<file path="src/rtl/free_list_pkg.sv">
// Shared sizing and tag/pointer types for the rename free list.
// Includes a small helper for counting rename slots.
package free_list_pkg;

  localparam int FL_PHY_REGS  = 64;
  localparam int FL_ARCH_REGS = 32;
  localparam int FL_PHY_WIDTH = 6;

  typedef logic [FL_PHY_WIDTH-1:0] phy_tag_t;
  typedef logic [FL_PHY_WIDTH:0]   fl_ptr_t;

  function automatic logic [1:0] popcount2(input logic [1:0] v);
    return {1'b0, v[0]} + {1'b0, v[1]};
  endfunction

endpackage

</file>
<file path="src/rtl/free_list.sv">
// Rename-stage physical register free list: circular FIFO of free tags with
// a speculative head, a committed head for flush recovery, and a release tail.
module free_list
  import free_list_pkg::*;
#(
  parameter int PHY_REGS  = FL_PHY_REGS,
  parameter int ARCH_REGS = FL_ARCH_REGS,
  parameter int PHY_WIDTH = FL_PHY_WIDTH
) (
  input  logic                 clk,
  input  logic                 rst,
  input  logic                 flush,
  input  logic [1:0]           alloc_req,
  output logic                 alloc_ready,
  output logic [PHY_WIDTH-1:0] alloc_phy_0,
  output logic [PHY_WIDTH-1:0] alloc_phy_1,
  output logic [1:0]           busy_valid,
  output logic [PHY_WIDTH-1:0] rd_phy_busy_0,
  output logic [PHY_WIDTH-1:0] rd_phy_busy_1,
  input  logic                 retire_valid,
  input  logic                 retire_has_rd,
  input  logic [PHY_WIDTH-1:0] rd_phy_old_commit,
  output logic [PHY_WIDTH:0]   free_count,
  output logic                 empty
);

  typedef logic [PHY_WIDTH-1:0] tag_t;
  typedef logic [PHY_WIDTH:0]   ptr_t;

  localparam ptr_t PTR_FULL   = ptr_t'(PHY_REGS);
  localparam ptr_t TAIL_RESET = ptr_t'(PHY_REGS - ARCH_REGS);

  tag_t mem_q [PHY_REGS];
  tag_t mem_d [PHY_REGS];
  ptr_t head_q, head_d;
  ptr_t commit_head_q, commit_head_d;
  ptr_t tail_q, tail_d;

  ptr_t req_cnt;
  tag_t rd_idx_0, rd_idx_1;
  logic grant;
  logic release_en;

  always_comb begin
    req_cnt    = {{(PHY_WIDTH-1){1'b0}}, popcount2(alloc_req)};
    free_count = tail_q - head_q;
    empty      = (free_count == '0);

    // Slot 1 skips past slot 0's tag only when slot 0 is also requesting.
    rd_idx_0    = head_q[PHY_WIDTH-1:0];
    rd_idx_1    = head_q[PHY_WIDTH-1:0] + {{(PHY_WIDTH-1){1'b0}}, alloc_req[0]};
    alloc_phy_0 = mem_q[rd_idx_0];
    alloc_phy_1 = mem_q[rd_idx_1];

    alloc_ready   = (free_count >= req_cnt);
    grant         = alloc_ready & ~flush;
    busy_valid    = alloc_req & {2{grant}};
    rd_phy_busy_0 = alloc_phy_0;
    rd_phy_busy_1 = alloc_phy_1;

    release_en = retire_valid & retire_has_rd & (rd_phy_old_commit != '0);
  end

  always_comb begin
    mem_d         = mem_q;
    tail_d        = tail_q;
    commit_head_d = commit_head_q;
    head_d        = head_q;

    if (release_en) begin
      mem_d[tail_q[PHY_WIDTH-1:0]] = rd_phy_old_commit;
      tail_d        = tail_q + {{PHY_WIDTH{1'b0}}, 1'b1};
      commit_head_d = commit_head_q + {{PHY_WIDTH{1'b0}}, 1'b1};
    end

    // Flush rewinds to the committed head, counting a retire in the same cycle.
    if (flush) begin
      head_d = commit_head_d;
    end else if (grant) begin
      head_d = head_q + req_cnt;
    end
  end

  always_ff @(posedge clk) begin
    if (rst) begin
      for (int k = 0; k < PHY_REGS; k++) begin
        mem_q[k] <= (k < PHY_REGS - ARCH_REGS) ? tag_t'(ARCH_REGS + k) : '0;
      end
      head_q        <= '0;
      commit_head_q <= '0;
      tail_q        <= TAIL_RESET;
    end else begin
      mem_q         <= mem_d;
      head_q        <= head_d;
      commit_head_q <= commit_head_d;
      tail_q        <= tail_d;
    end
  end

`ifndef SYNTHESIS
  logic [PHY_REGS-1:0] seen;
  logic                dup_tag;
  tag_t                win_idx;
  ptr_t                committed_cnt;

  always_comb begin
    seen          = '0;
    dup_tag       = 1'b0;
    win_idx       = '0;
    committed_cnt = tail_q - commit_head_q;
    for (int i = 0; i < PHY_REGS; i++) begin
      if (ptr_t'(i) < free_count) begin
        win_idx = head_q[PHY_WIDTH-1:0] + tag_t'(i);
        if (seen[mem_q[win_idx]]) dup_tag = 1'b1;
        seen[mem_q[win_idx]] = 1'b1;
      end
    end
  end

  always_ff @(posedge clk) begin
    if (!rst) begin
      a_commit_window: assert (committed_cnt <= PTR_FULL)
        else $error("free_list: tail ran more than PHY_REGS past commit_head");
      a_head_le_tail: assert (free_count <= PTR_FULL)
        else $error("free_list: head passed tail");
      a_no_dup: assert (!dup_tag)
        else $error("free_list: duplicate tag in free window");
    end
  end
`endif

endmodule

</file>
<file path="config.mk">
export PLATFORM = sky130hd
export DESIGN_NAME = free_list
export DESIGN_NICKNAME = d
export VERILOG_FILES = /design/src/rtl/free_list_pkg.sv /design/src/rtl/free_list.sv
export SDC_FILE = /design/constraint.sdc
export NUM_CORES = 1
export LEC_CHECK = 0
export BUFFER_PORTS_ARGS = -buffer_cell sky130_fd_sc_hd__buf_2
export CORE_UTILIZATION = 55
export DETAILED_ROUTE_END_ITERATION = 10
export GPL_TIMING_DRIVEN = 0
export PLACE_DENSITY = 0.69
export SETUP_SLACK_MARGIN = 0.5
export SLEW_MARGIN = 15
export SYNTH_ARGS = -nofsm -noshare
export SYNTH_HDL_FRONTEND = slang
export SYNTH_SLANG_ARGS = --single-unit
</file>
<file path="constraint.sdc">
create_clock -name clk -period 3.9 [get_ports clk]
set_clock_uncertainty 0.15 [all_clocks]
set_input_delay 0.195 -clock clk [delete_from_list [all_inputs] [get_ports clk]]
set_output_delay 0.195 -clock clk [all_outputs]
set_load 0.02 [all_outputs]
</file>
==> results.txt <==
Arrival @ worst endpoint: 3.74 ns
Diode count: 0
Top-count cell post-synth: dfxtp_1
Fin crit period: 4.08 ns
Largest net degree at the start of global routing: 14
Hold_ws: 0.0994 ns
Final Instance Count excl. Fillers: 2,837
CTS buffer count: 46
Via density: 6.87
Gr usage total: 41.8%
Final worst slack: -0.182 ns
Most frequent CP cell: mux4_2
Post-synth top area cell: dfxtp_1
Row count: 72
Nets: 2,314
WP data required: 3.56 ns
DRC viols: 0
Core box area: 38,600 µm²
CTS tree: done
WL final: 82,600 µm
Final Slew Violations: 0
Synth async-reset ratio: 0%
Total number of vias: 19,500
DRT antenna net count: 0
I/O pin total: 48
Clk root buf: clkbuf_16
DR iter-0 viols: 2,710
Top cell type's share of synthesized area: 37.7%
Vias in the first global route: 18,300
GP Congestion: 1.00
Hold Crit Class: input pin to register
Die Y-Extent: 200 µm
Total grt overflow: 0
CTS clock-pin slew for the worst setup and hold paths: 0.06 ns
Failing checks: setup timing
Worst-Margin Slew: 1.17 ns
Number of distinct library cells after synthesis: 51
Seq/Total Area, Yosys: 37.7%
WL/cell: 29.1 µm
Sequence of cells on the critical path: ha_4, clkbuf_16, buf_12, buf_12, buf_16, mux4_2, mux4_2, mux4_2, buf_6, buf_6
FMAX: 245 MHz
Ranking of synthesized cells by area: dfxtp_1, mux4_2, mux2i_1
Initial antenna violation count: 3
Post-Place Cell Area: 22,400 µm²
Syn nets: 2,168
Number of port buffers: 46
Syn avg cell area: 10.1 µm²
Die width: 200 µm
Worst Path Max Fanout: 6
Share of layout cells above drive strength 1: 23.8%
VDD IR max: 0.335 mV
Initial Utilization: 55.7%
Hpwl dp: 59,200 µm
#FFs+latches synth: 405
Clock latency on the worst-skew pair: 0.60 ns
Startpoint types: register
Mapped Cells: 2,138
Commonest cells in the netlist: dfxtp_1, nand2_1, mux4_2
Drt pass-1 iters: 7
Top_reg_cell synth: dfxtp_1
Number of hold violations in the final report: 0
DIE AREA: 39,900 µm²
First-pass GRT wire length: 119,000 µm
CP max stage cell: mux4_2
Fin area: 25,700 µm²
Number of synthesized flops with an enable pin: 0
Max_slew headroom: 21.8%
Status: complete, but fails checks
P_leak: 8.46 nW
Critical path class: register to primary output
Longest Clk Path Bufs: 3
CP endpoint kind: primary output
Tot Pwr: 10.9 mW
Total of max-cap violations: 0
Post-Place Setup Slack: -0.412 ns
Final Cycle Share: 105%
Htree depth: 2
Syn Std Cell Area: 21,500 µm²
Power per cell area: 424 nW/µm²
CTS Sinks: 405
Placed Cells: 2,702
Slowest stage delay, CP: 0.61 ns
Ys Warns: 0
Unrepaired setup endpoints after global routing: yes
Final setup viols: 12
Area added between synthesis and finish: 19.5%
## cell usage in the layout (no fill, tap or decap), drive strengths merged, types with 2 or more instances in the layout
| master | n |
|---|---|
| a31oi | 6 |
| nand2 | 326 |
| dfxtp | 405 |
| mux2i | 169 |
| o21a | 2 |
| nor2 | 181 |
| clkbuf | 206 |
| or3 | 7 |
| dlygate4sd3 | 2 |
| or2 | 2 |
| fa | 2 |
| a21o | 6 |
| xnor2 | 11 |
| o21ai | 83 |
| or4 | 3 |
| and3 | 8 |
| a21oi | 161 |
| clkinvlp | 3 |
| nand3b | 2 |
| bufinv | 5 |
| ha | 15 |
| buf | 175 |
| a22o | 2 |
| clkinv | 13 |
| xor2 | 8 |
| inv | 11 |
| nor3 | 13 |
| nand3 | 218 |
| and2 | 2 |
| mux4 | 247 |
| nand2b | 5 |
| nor4 | 3 |
| nand4 | 2 |
## final timing paths
| kind | from | endpoint | slack (ns) | cells past startpoint |
|---|---|---|---|---|
| min reg2reg | mem_q[181]$_SDFFE_PP0P_ | mem_q[181]$_SDFFE_PP0P_ | 0.32 | 2 |
| max reg2reg | tail_q[0]$_SDFFE_PP0P_ | head_q[0]$_SDFFE_PP0P_ | 0.45 | 13 |
| min | alloc_req[1] | head_q[0]$_SDFFE_PP0P_ | 0.1 | 5 |
| max | head_q[0]$_SDFFE_PP0P_ | rd_phy_busy_1[5] | -0.18 | 10 |
## flip-flops by register name, summed over array words and instances (netlist names)
name,cells
head_q,7
commit_head_q,7
mem_q,384
tail_q,7
## worst max-delay path, delay by kind of cell (launching register included)
family	cells	cell delay, ns
buf+inv	6	0.81
flops	1	0.36
fa+ha+maj	1	0.27
mux	3	1.68
## power breakdown
part           switching [mW]  total (mW)  internal (mW)
logic                    1.14        2.05          0.909
clock network            1.87        4.69           2.82
registers              0.0136        4.16           4.15
total                    3.02        10.9           7.88
## routing by layer
metal  vias up  track usage, %  wire [µm]
li1       8076               -          -
met3       344            11.9      12000
met4         6            23.1       5580
met5         -               0         53
met2      1543            62.1      35300
met1      9516            55.1      29700
## cell type report
class / instances / area [µm²]
clock inverters: 16 / 211
plain buffers: 219 / 1560
well taps: 518 / 648
inverters: 16 / 87.6
repair buffers: 98 / 967
fillers: 3004 / 12900
multi-input cells: 1498 / 12700
clock buffers: 67 / 1400
flip-flops and latches: 405 / 8120
## logic make-up after synthesis
group           synth area share (%)
simple gates                    15.6
mux                             33.8
flops                           37.7
compound gates                  6.56
buf+inv                         4.59
xor+xnor                       0.773
fa+ha+maj                       1.06
## through the flow
| stage | util [%] | setup TNS [ns] |
|---|---|---|
| floorplan | - | 0 |
| global placement | 58.0 | -8.45 |
| detailed placement | 58.0 | -8.30 |
| CTS | 66.2 | -0.677 |
| global route | 66.5 | -1.30 |
| finish | 66.5 | -1.35 |
## repair_timing
action,in CTS,in global routing
pin swaps,13,6
buffers inserted,38,3
hold buffers,2,0
cloned,7,2
setup endpoints to repair,39,53
endpoints found under the hold margin,4,0
gates resized for setup,270,15
(Power assumes the default switching activity.)
